$ cat config.mk
export PLATFORM = sky130hd
export DESIGN_NAME = ps2_key_tracker
export DESIGN_NICKNAME = d
export VERILOG_FILES = /design/src/rtl/ps2_key_pkg.sv /design/src/rtl/ps2_tick_gen.sv /design/src/rtl/ps2_key_tracker.sv
export SDC_FILE = /design/constraint.sdc
export NUM_CORES = 1
export LEC_CHECK = 0
export CAP_MARGIN = 10
export CORE_MARGIN = 8
export CORE_UTILIZATION = 35
export CTS_CLUSTER_DIAMETER = 50
export DETAILED_ROUTE_END_ITERATION = 7
export PLACE_DENSITY = 0.66
export SLEW_MARGIN = 20
export SYNTH_ARGS = -nofsm -noshare
export SYNTH_HDL_FRONTEND = slang
export SYNTH_SLANG_ARGS = --single-unit
$ cat constraint.sdc
create_clock -name clk -period 4.1 [get_ports clk]
set_input_delay 0.82 -clock clk [delete_from_list [all_inputs] [get_ports clk]]
set_output_delay 0.82 -clock clk [all_outputs]
set_load 0.02 [all_outputs]
$ cat src/rtl/ps2_key_pkg.sv
// Shared types and scancode constants for the PS/2 key tracker.
// Holds the scancode FSM states, the prefix bytes and the make/arrow lookup tables.
package ps2_key_pkg;

  typedef enum logic [1:0] {
    ST_IDLE,
    ST_EXT,
    ST_BRK,
    ST_EXT_BRK
  } ps2_state_e;

  localparam logic [7:0] SC_EXT = 8'hE0;
  localparam logic [7:0] SC_BRK = 8'hF0;

  // Entry 0 sits in the low byte: keys 0..7 = 1C,1B,23,2B,1D,24,29,5A.
  localparam logic [7:0][7:0] MAKE_TABLE = {
    8'h5A, 8'h29, 8'h24, 8'h1D, 8'h2B, 8'h23, 8'h1B, 8'h1C
  };

  // Extended arrows for keys 0..3: left, down, right, up.
  localparam logic [3:0][7:0] ARROW_TABLE = {8'h75, 8'h74, 8'h72, 8'h6B};

  function automatic logic make_match(input logic [7:0] code, input logic [2:0] idx);
    return code == MAKE_TABLE[idx];
  endfunction

  function automatic logic arrow_match(input logic [7:0] code, input logic [1:0] idx);
    return code == ARROW_TABLE[idx];
  endfunction

endpackage

$ cat src/rtl/ps2_tick_gen.sv
// Free-running clock-enable generator: tick_o pulses for one cycle every DIV clocks.
module ps2_tick_gen #(
  parameter int DIV = 2500000
) (
  input  logic clk,
  input  logic rst,
  output logic tick_o
);

  localparam int            CW   = $clog2(DIV);
  localparam logic [CW-1:0] LAST = CW'(DIV - 1);

  logic [CW-1:0] r_cnt;

  // NOTE: clocked state is always written with <= so every reader sees the pre-edge value.
  always_ff @(posedge clk) begin
    if (rst)                r_cnt <= '0;
    else if (r_cnt == LAST) r_cnt <= '0;
    else                    r_cnt <= r_cnt + CW'(1);
  end

  assign tick_o = (r_cnt == LAST);

endmodule

$ cat src/rtl/ps2_key_tracker.sv
// PS/2 set-2 key tracker: prefix FSM, per-key held state, press and auto-repeat pulses.
// Define EXT_ARROWS_EN to map E0-prefixed arrow codes onto keys 0..3.
module ps2_key_tracker
  import ps2_key_pkg::*;
#(
  parameter int N_KEYS       = 4,
  parameter int TICK_DIV     = 2500000,
  parameter int REPEAT_DELAY = 3
) (
  input  logic              clk,
  input  logic              rst,
  input  logic [7:0]        code_i,
  input  logic              code_valid_i,
  output logic [N_KEYS-1:0] held_o,
  output logic [N_KEYS-1:0] press_o,
  output logic [N_KEYS-1:0] cmd_o
);

  localparam logic [3:0] REP_LIM = 4'(REPEAT_DELAY);

  ps2_state_e        r_state, w_state_nxt;
  logic [N_KEYS-1:0] r_held, r_press, r_cmd;
  logic [3:0]        r_repcnt;
  logic [N_KEYS-1:0] w_tbl, w_make, w_break, w_new_press, w_held_nxt;
  logic              w_tick;
`ifdef EXT_ARROWS_EN
  logic [N_KEYS-1:0] w_arr;
`endif

  ps2_tick_gen #(.DIV(TICK_DIV)) u_tick (
    .clk    (clk),
    .rst    (rst),
    .tick_o (w_tick)
  );

  // NOTE: every signal gets a default before the case so no path leaves one unassigned (no latch).
  always_comb begin
    w_state_nxt = r_state;
    w_make      = '0;
    w_break     = '0;
    w_tbl       = '0;
    for (int i = 0; i < N_KEYS; i++) w_tbl[i] = make_match(code_i, 3'(i));
`ifdef EXT_ARROWS_EN
    w_arr = '0;
    for (int i = 0; i < N_KEYS; i++) w_arr[i] = (i < 4) && arrow_match(code_i, 2'(i));
`endif
    if (code_valid_i) begin
      unique case (r_state)
        ST_IDLE: begin
          if      (code_i == SC_EXT) w_state_nxt = ST_EXT;
          else if (code_i == SC_BRK) w_state_nxt = ST_BRK;
          else                       w_make      = w_tbl;
        end
        ST_EXT: begin
          if (code_i == SC_BRK) w_state_nxt = ST_EXT_BRK;
          else begin
            w_state_nxt = ST_IDLE;
`ifdef EXT_ARROWS_EN
            w_make = w_arr;
`endif
          end
        end
        ST_BRK: begin
          if      (code_i == SC_BRK) w_state_nxt = ST_BRK;
          else if (code_i == SC_EXT) w_state_nxt = ST_EXT_BRK;
          else begin
            w_state_nxt = ST_IDLE;
            w_break     = w_tbl;
          end
        end
        ST_EXT_BRK: begin
          if (code_i != SC_BRK) begin
            w_state_nxt = ST_IDLE;
`ifdef EXT_ARROWS_EN
            w_break = w_arr;
`endif
          end
        end
      endcase
    end
  end

  assign w_new_press = w_make & ~r_held;
  assign w_held_nxt  = (r_held | w_make) & ~w_break;

  // A fresh press outranks a same-cycle repeat tick and restarts the hold delay.
  always_ff @(posedge clk) begin
    if (rst) begin
      r_state  <= ST_IDLE;
      r_held   <= '0;
      r_press  <= '0;
      r_cmd    <= '0;
      r_repcnt <= '0;
    end else begin
      r_state <= w_state_nxt;
      r_held  <= w_held_nxt;
      r_press <= w_new_press;
      if (|w_new_press) begin
        r_cmd    <= w_new_press;
        r_repcnt <= '0;
      end else if (r_held == '0) begin
        r_cmd    <= '0;
        r_repcnt <= '0;
      end else if (w_tick && (r_repcnt < REP_LIM)) begin
        r_cmd    <= '0;
        r_repcnt <= r_repcnt + 4'd1;
      end else if (w_tick) begin
        r_cmd <= r_held;
      end else begin
        r_cmd <= '0;
      end
    end
  end

  assign held_o  = r_held;
  assign press_o = r_press;
  assign cmd_o   = r_cmd;

endmodule

==> reports/qor.csv, run 1 <==
metric;value;unit
status;finished clean;
max-slew violation count;0;
first-pass GRT wire length;6690;um
Post-CTS Hold Fix Bufs;0;
warnings from Yosys;0;
setup TNS;0;ps
Port-buffer cells;22;
fin crit period;2490;ps
worst hold slack;430;ps
via/cell ratio;5.24;
vias in the first global route;1461;
register area;801;um^2
Initial Util;0.363;
DR pass1 iterations;4;
Mapped Area;1870;um^2
power per cell area;332;nW/um^2
Multi-input gate area;982;um^2
fillcell total;544;
Worst-Margin Slew;664;ps
CTS Buf Count;5;
fmax;0.402;GHz
CTS tree;yes;
# IOs;23;
CP Capture Type;flop;
initial DRC count;146;
Syn Inst Count;209;
post-synthesis area per instance;8.94;um^2
CP max FO;4;
register area share after synthesis;0.429;
slew margin rel.;0.551;
Core Util, Final;0.437;
RSZ-0062 raised after global routing;false;
#FFs+latches synth;40;
final hold viol count;0;
Post CTS Setup Buffer Count;0;
Diodes inserted;0;
routed wire length;3850;um
Startpoint Class;primary input;
# Max-Cap Violations;0;
Clock transition at path regs;80;ps
All-Layer GR Usage;0.107;
Die Footprint;7930;um^2
hpwl dp;2820;um
die height;89.1;um
VDD IR-drop max;184;uV
Max clock buf depth;2;
fraction of layout cells with a size suffix above 1;0.0687;
largest net degree at the start of global routing;22;
WL/cell;12.7;um
fin nets;245;
WP data required;4290;ps
Skew-Pair Late Insertion Delay;290;ps
Placed Cells;295;
synthesis-to-layout area growth;20.3;%
WS Path Type;in2reg;
Pleak;0.733;nW
initial antenna violation count;0;
CTS H-Tree Depth;2;
Vias;1587;
clock sinks;40;
Final ANT Viol Nets;0;
Core ar.;5140;um^2
Rows;26;
Layout Cells excl Fill;303;
post-CTS sizing;0;
Synth Net Count;222;
WP data arrival;2680;ps
Async SR Flop Fraction;0;
die width;89.1;um
Post-synth EDFFs;0;
Tcrit/Tclk final;0.607;
ys flop type;dfxtp_1;
PnR Total Power;0.745;mW
library cells used by synthesis;43;
Congestion Overflow GR;0;
Setup-failing EPs final;0;
Worst Hold Class;reg2reg;
Root Buffer Master;clkbuf_8;
drc violations;0;
clk_skew;2.99;ps
Routability Congestion;0.837;
[sequential cells by signal (all words and copies together) (netlist names)]
register      cells
press_o           4
held_o            4
r_repcnt          4
r_state           2
cmd_o             4
u_tick.r_cnt     22
[layer usage]
layer | global-route usage | up-vias | routed length (um)
met3 | 0.0285 | 7 | 106
met1 | 0.134 | 749 | 1940
li1 | - | 817 | -
met5 | 0 | - | 0
met4 | 0.0544 | 0 | 89
met2 | 0.165 | 14 | 1710
[report_power, final]
| part | switching (mW) | internal [mW] | total, mW |
|---|---|---|---|
| registers | 0.00289 | 0.391 | 0.394 |
| clock network | 0.138 | 0.180 | 0.318 |
| logic | 0.0170 | 0.0160 | 0.0329 |
[cell type report]
cell class	count	share of cell area
multi-input combinational	151	0.437
sequential	40	0.356
timing repair buffer	22	0.0980
tap	70	0.0390
clock buffer	5	0.0306
inverter	12	0.0200
clock inverter	3	0.0189
[cells in the mapped netlist (all sizes together), types with 4 or more instances]
library cell,count,area [um^2]
xnor2,5,43.8
and3,4,25.0
inv,12,45.0
nand2,11,41.3
nor2,23,86.3
dfxtp,40,801
nand3,9,45.0
nor3,5,25.0
a21oi,13,65.1
or4,11,82.6
nand4,7,50.1
buf,4,32.5
o31ai,9,67.6
o21ai,6,30.0
xor2,6,52.6
[worst max-delay path, cell delays in order]
cell	delay, ps
clkdlybuf4s50_1	450
or4b_4	570
or4b_1	560
nand4_1	180
o21ai_0	90
[kinds of logic after synthesis]
family	synth area share
simple gates	0.322
flops	0.429
compound gates	0.117
buf+inv	0.0455
xor+xnor	0.0516
mux	0.0221
fa+ha+maj	0.0134
[worst paths after layout]
| path | start | end | slack [ps] | cells after the start |
|---|---|---|---|---|
| setup / recovery | code_i[4] | cmd_o[2]$_SDFF_PP0_ | 1610 | 5 |
| hold / removal | r_repcnt[3]$_SDFFE_PP0P_ | r_repcnt[3]$_SDFFE_PP0P_ | 430 | 2 |
| setup reg to reg | u_tick.r_cnt[0]$_SDFF_PP0_ | u_tick.r_cnt[18]$_SDFF_PP0_ | 2220 | 5 |
| hold reg to reg | r_repcnt[3]$_SDFFE_PP0P_ | r_repcnt[3]$_SDFFE_PP0P_ | 430 | 2 |
[through the flow]
step | setup WS (ps) | instance area (um^2)
final | 1610 | 2250
after global routing | 1520 | 2250
after CTS | 1620 | 2250
after detailed placement | 1310 | 2140
after global placement | 1310 | 2140
after floorplan | 1860 | 1870
[layout by cell type (no fill, tap or decap), types with 4 or more instances in the layout]
cell	count
a21oi_1	13
and3_1	4
clkbuf_8	5
clkdlybuf4s50_1	22
dfxtp_1	40
inv_1	12
nand2_1	11
nand3_1	9
nand4_1	6
nor2_1	23
nor3_1	5
o21ai_0	6
o31ai_1	9
or4_1	11
xnor2_1	5
xor2_1	6
Note: power is estimated with default switching activity, not from simulation.
==> run 2: changes to the inputs <==
Settings changed: PLACE_DENSITY 0.66 to 0.68.
Clock period 4.1 ns to 2.2 ns, I/O delays scaled along.
==> run 2 against run 1 <==
Against the previous run:
- critical path depth stayed put
- sequential cell count unchanged
- first-iteration DRC count is 13% lower
- via count up 1.5%
- clock skew up 5.2 ps
- critical endpoint unchanged
- cell area rose by 4.5%
- count of clock-buffer cells in the layout increased by 1
- clock power is 80% higher
- global-route usage up 0.32 points
- sequential share of layout area is 1.5 points lower
==> reports/qor.csv, run 2 (synthesis results as in run 1) <==
metric;value;unit
Setup-failing EPs final;0;
largest net degree at the start of global routing;22;
vias in the first global route;1565;
via/cell ratio;5.08;
routed wire length;3850;um
Port-buffer cells;22;
status;finished clean;
CP Capture Type;flop;
post-CTS sizing;0;
WL/cell;12.2;um
Post CTS Setup Buffer Count;0;
Routability Congestion;0.787;
CP cell instances;clkdlybuf4s50_1 -> or4b_4 -> or4b_1 -> nand4_1 -> o21ai_0;
slew margin rel.;0.720;
Design Area, Final;2350;um^2
hold depth;2;
hpwl dp;2980;um
most common cell after layout, fill and taps aside;dfxtp_1;
Core Util, Final;0.457;
die height;89.1;um
DR pass1 iterations;4;
Startpoint Class;primary input;
VDD IR-drop max;278;uV
Rows;26;
Worst-Margin Slew;414;ps
clk_skew;8.21;ps
register area;801;um^2
fillcell total;530;
Pleak;0.801;nW
fin crit period;2080;ps
fraction of layout cells with a size suffix above 1;0.117;
Layout Cells excl Fill;317;
CP max FO;4;
Root Buffer Master;clkbuf_8;
Tcrit/Tclk final;0.945;
Largest stage delay, worst path;570;ps
Core ar.;5140;um^2
initial DRC count;127;
WP data required;2380;ps
final worst slack;122;ps
Vias;1611;
Initial Util;0.363;
CP delay by family, top;simple AND/OR/NAND/NOR gates;
Post-CTS Hold Fix Bufs;0;
die width;89.1;um
Final ANT Viol Nets;0;
fin nets;259;
worst hold slack;429;ps
Top reg by flops;u_tick.r_cnt;
# Max-Cap Violations;0;
synthesis-to-layout area growth;25.7;%
R2R cell count;5;
max reg flops;22;
first-pass GRT wire length;6890;um
Clock transition at path regs;70;ps
WP data arrival;2260;ps
CTS Buf Count;5;
# IOs;23;
CTS H-Tree Depth;2;
final hold viol count;0;
CTS tree;yes;
Diodes inserted;0;
WP depth;5;
Die Footprint;7930;um^2
cell area after placement;2240;um^2
initial antenna violation count;0;
Worst Hold Class;reg2reg;
drc violations;0;
Congestion Overflow GR;0;
Placed Cells;309;
Multi-input gate area;982;um^2
most frequent cells in the layout;dfxtp_1 (40), nor2_1 (23), clkdlybuf4s50_1 (22);
RSZ-0062 raised after global routing;false;
crit path buf inv count;1;
Skew-Pair Late Insertion Delay;290;ps
power per cell area;590;nW/um^2
WS Path Type;in2reg;
fmax;0.481;GHz
All-Layer GR Usage;0.110;
clock sinks;40;
max-slew violation count;0;
Max clock buf depth;2;
CP max stage cell;or4b_1;
pre-CTS setup slack;-173;ps
run 2: changes by cell type in the layout (fill, tap and decap cells not counted), sizes merged:
cell / delta
buf: +14
clkbuf: +1
clkinvlp: -1
run 2: final cells by class:
cell class,count,area share
multi-input cells,151,0.418
flip-flops and latches,40,0.341
repair buffers,36,0.139
well taps,70,0.0373
clock buffers,6,0.0309
inverters,12,0.0192
clock inverters,2,0.0149
run 2: final timing paths:
| kind | to | startpoint | slack, ps |
|---|---|---|---|
| hold / removal | r_repcnt[2]$_SDFFE_PP0P_ | r_repcnt[2]$_SDFFE_PP0P_ | 430 |
| hold reg to reg | r_repcnt[2]$_SDFFE_PP0P_ | r_repcnt[2]$_SDFFE_PP0P_ | 430 |
| setup / recovery | cmd_o[2]$_SDFF_PP0_ | code_i[4] | 120 |
| setup reg to reg | u_tick.r_cnt[18]$_SDFF_PP0_ | u_tick.r_cnt[0]$_SDFF_PP0_ | 360 |
run 2: power by group:
part           leakage (nW)  switching (mW)  internal [mW]  total (mW)
Clock                0.0552           0.237          0.336       0.573
Sequential            0.323         0.00544          0.729       0.734
Combinational         0.423          0.0348         0.0424      0.0772
Total                 0.801           0.277           1.11        1.38
run 2: metrics by stage:
| step | TNS, ps | power, mW |
|---|---|---|
| finish | 0 | 1.38 |
| floorplan | 0 | 0.784 |
| global placement | -1050 | 0.827 |
| CTS | 0 | 1.40 |
| global route | 0 | 1.44 |
| detailed placement | -1340 | 0.828 |
run 2: worst min-delay path, delay by kind of cell (launching register included):
family                 cells  cell delay (ps)
DFF                        1              310
and+or+nand+nor            1               30
buffers and inverters      1               50
run 2: metal layers:
metal,share of wire,vias up,track usage,wire (um)
li1,-,842,-,-
met1,0.48,752,0.132,1860
met2,0.47,13,0.179,1810
met3,0.026,4,0.0248,100
met4,0.020,0,0.0604,78
met5,0,-,0,0
==> run 3: changes to the inputs <==
Settings changed: CAP_MARGIN 10 to default.
==> results of run 3 <==
Same layout as run 2: the final DEF is identical, and so are final timing and power.
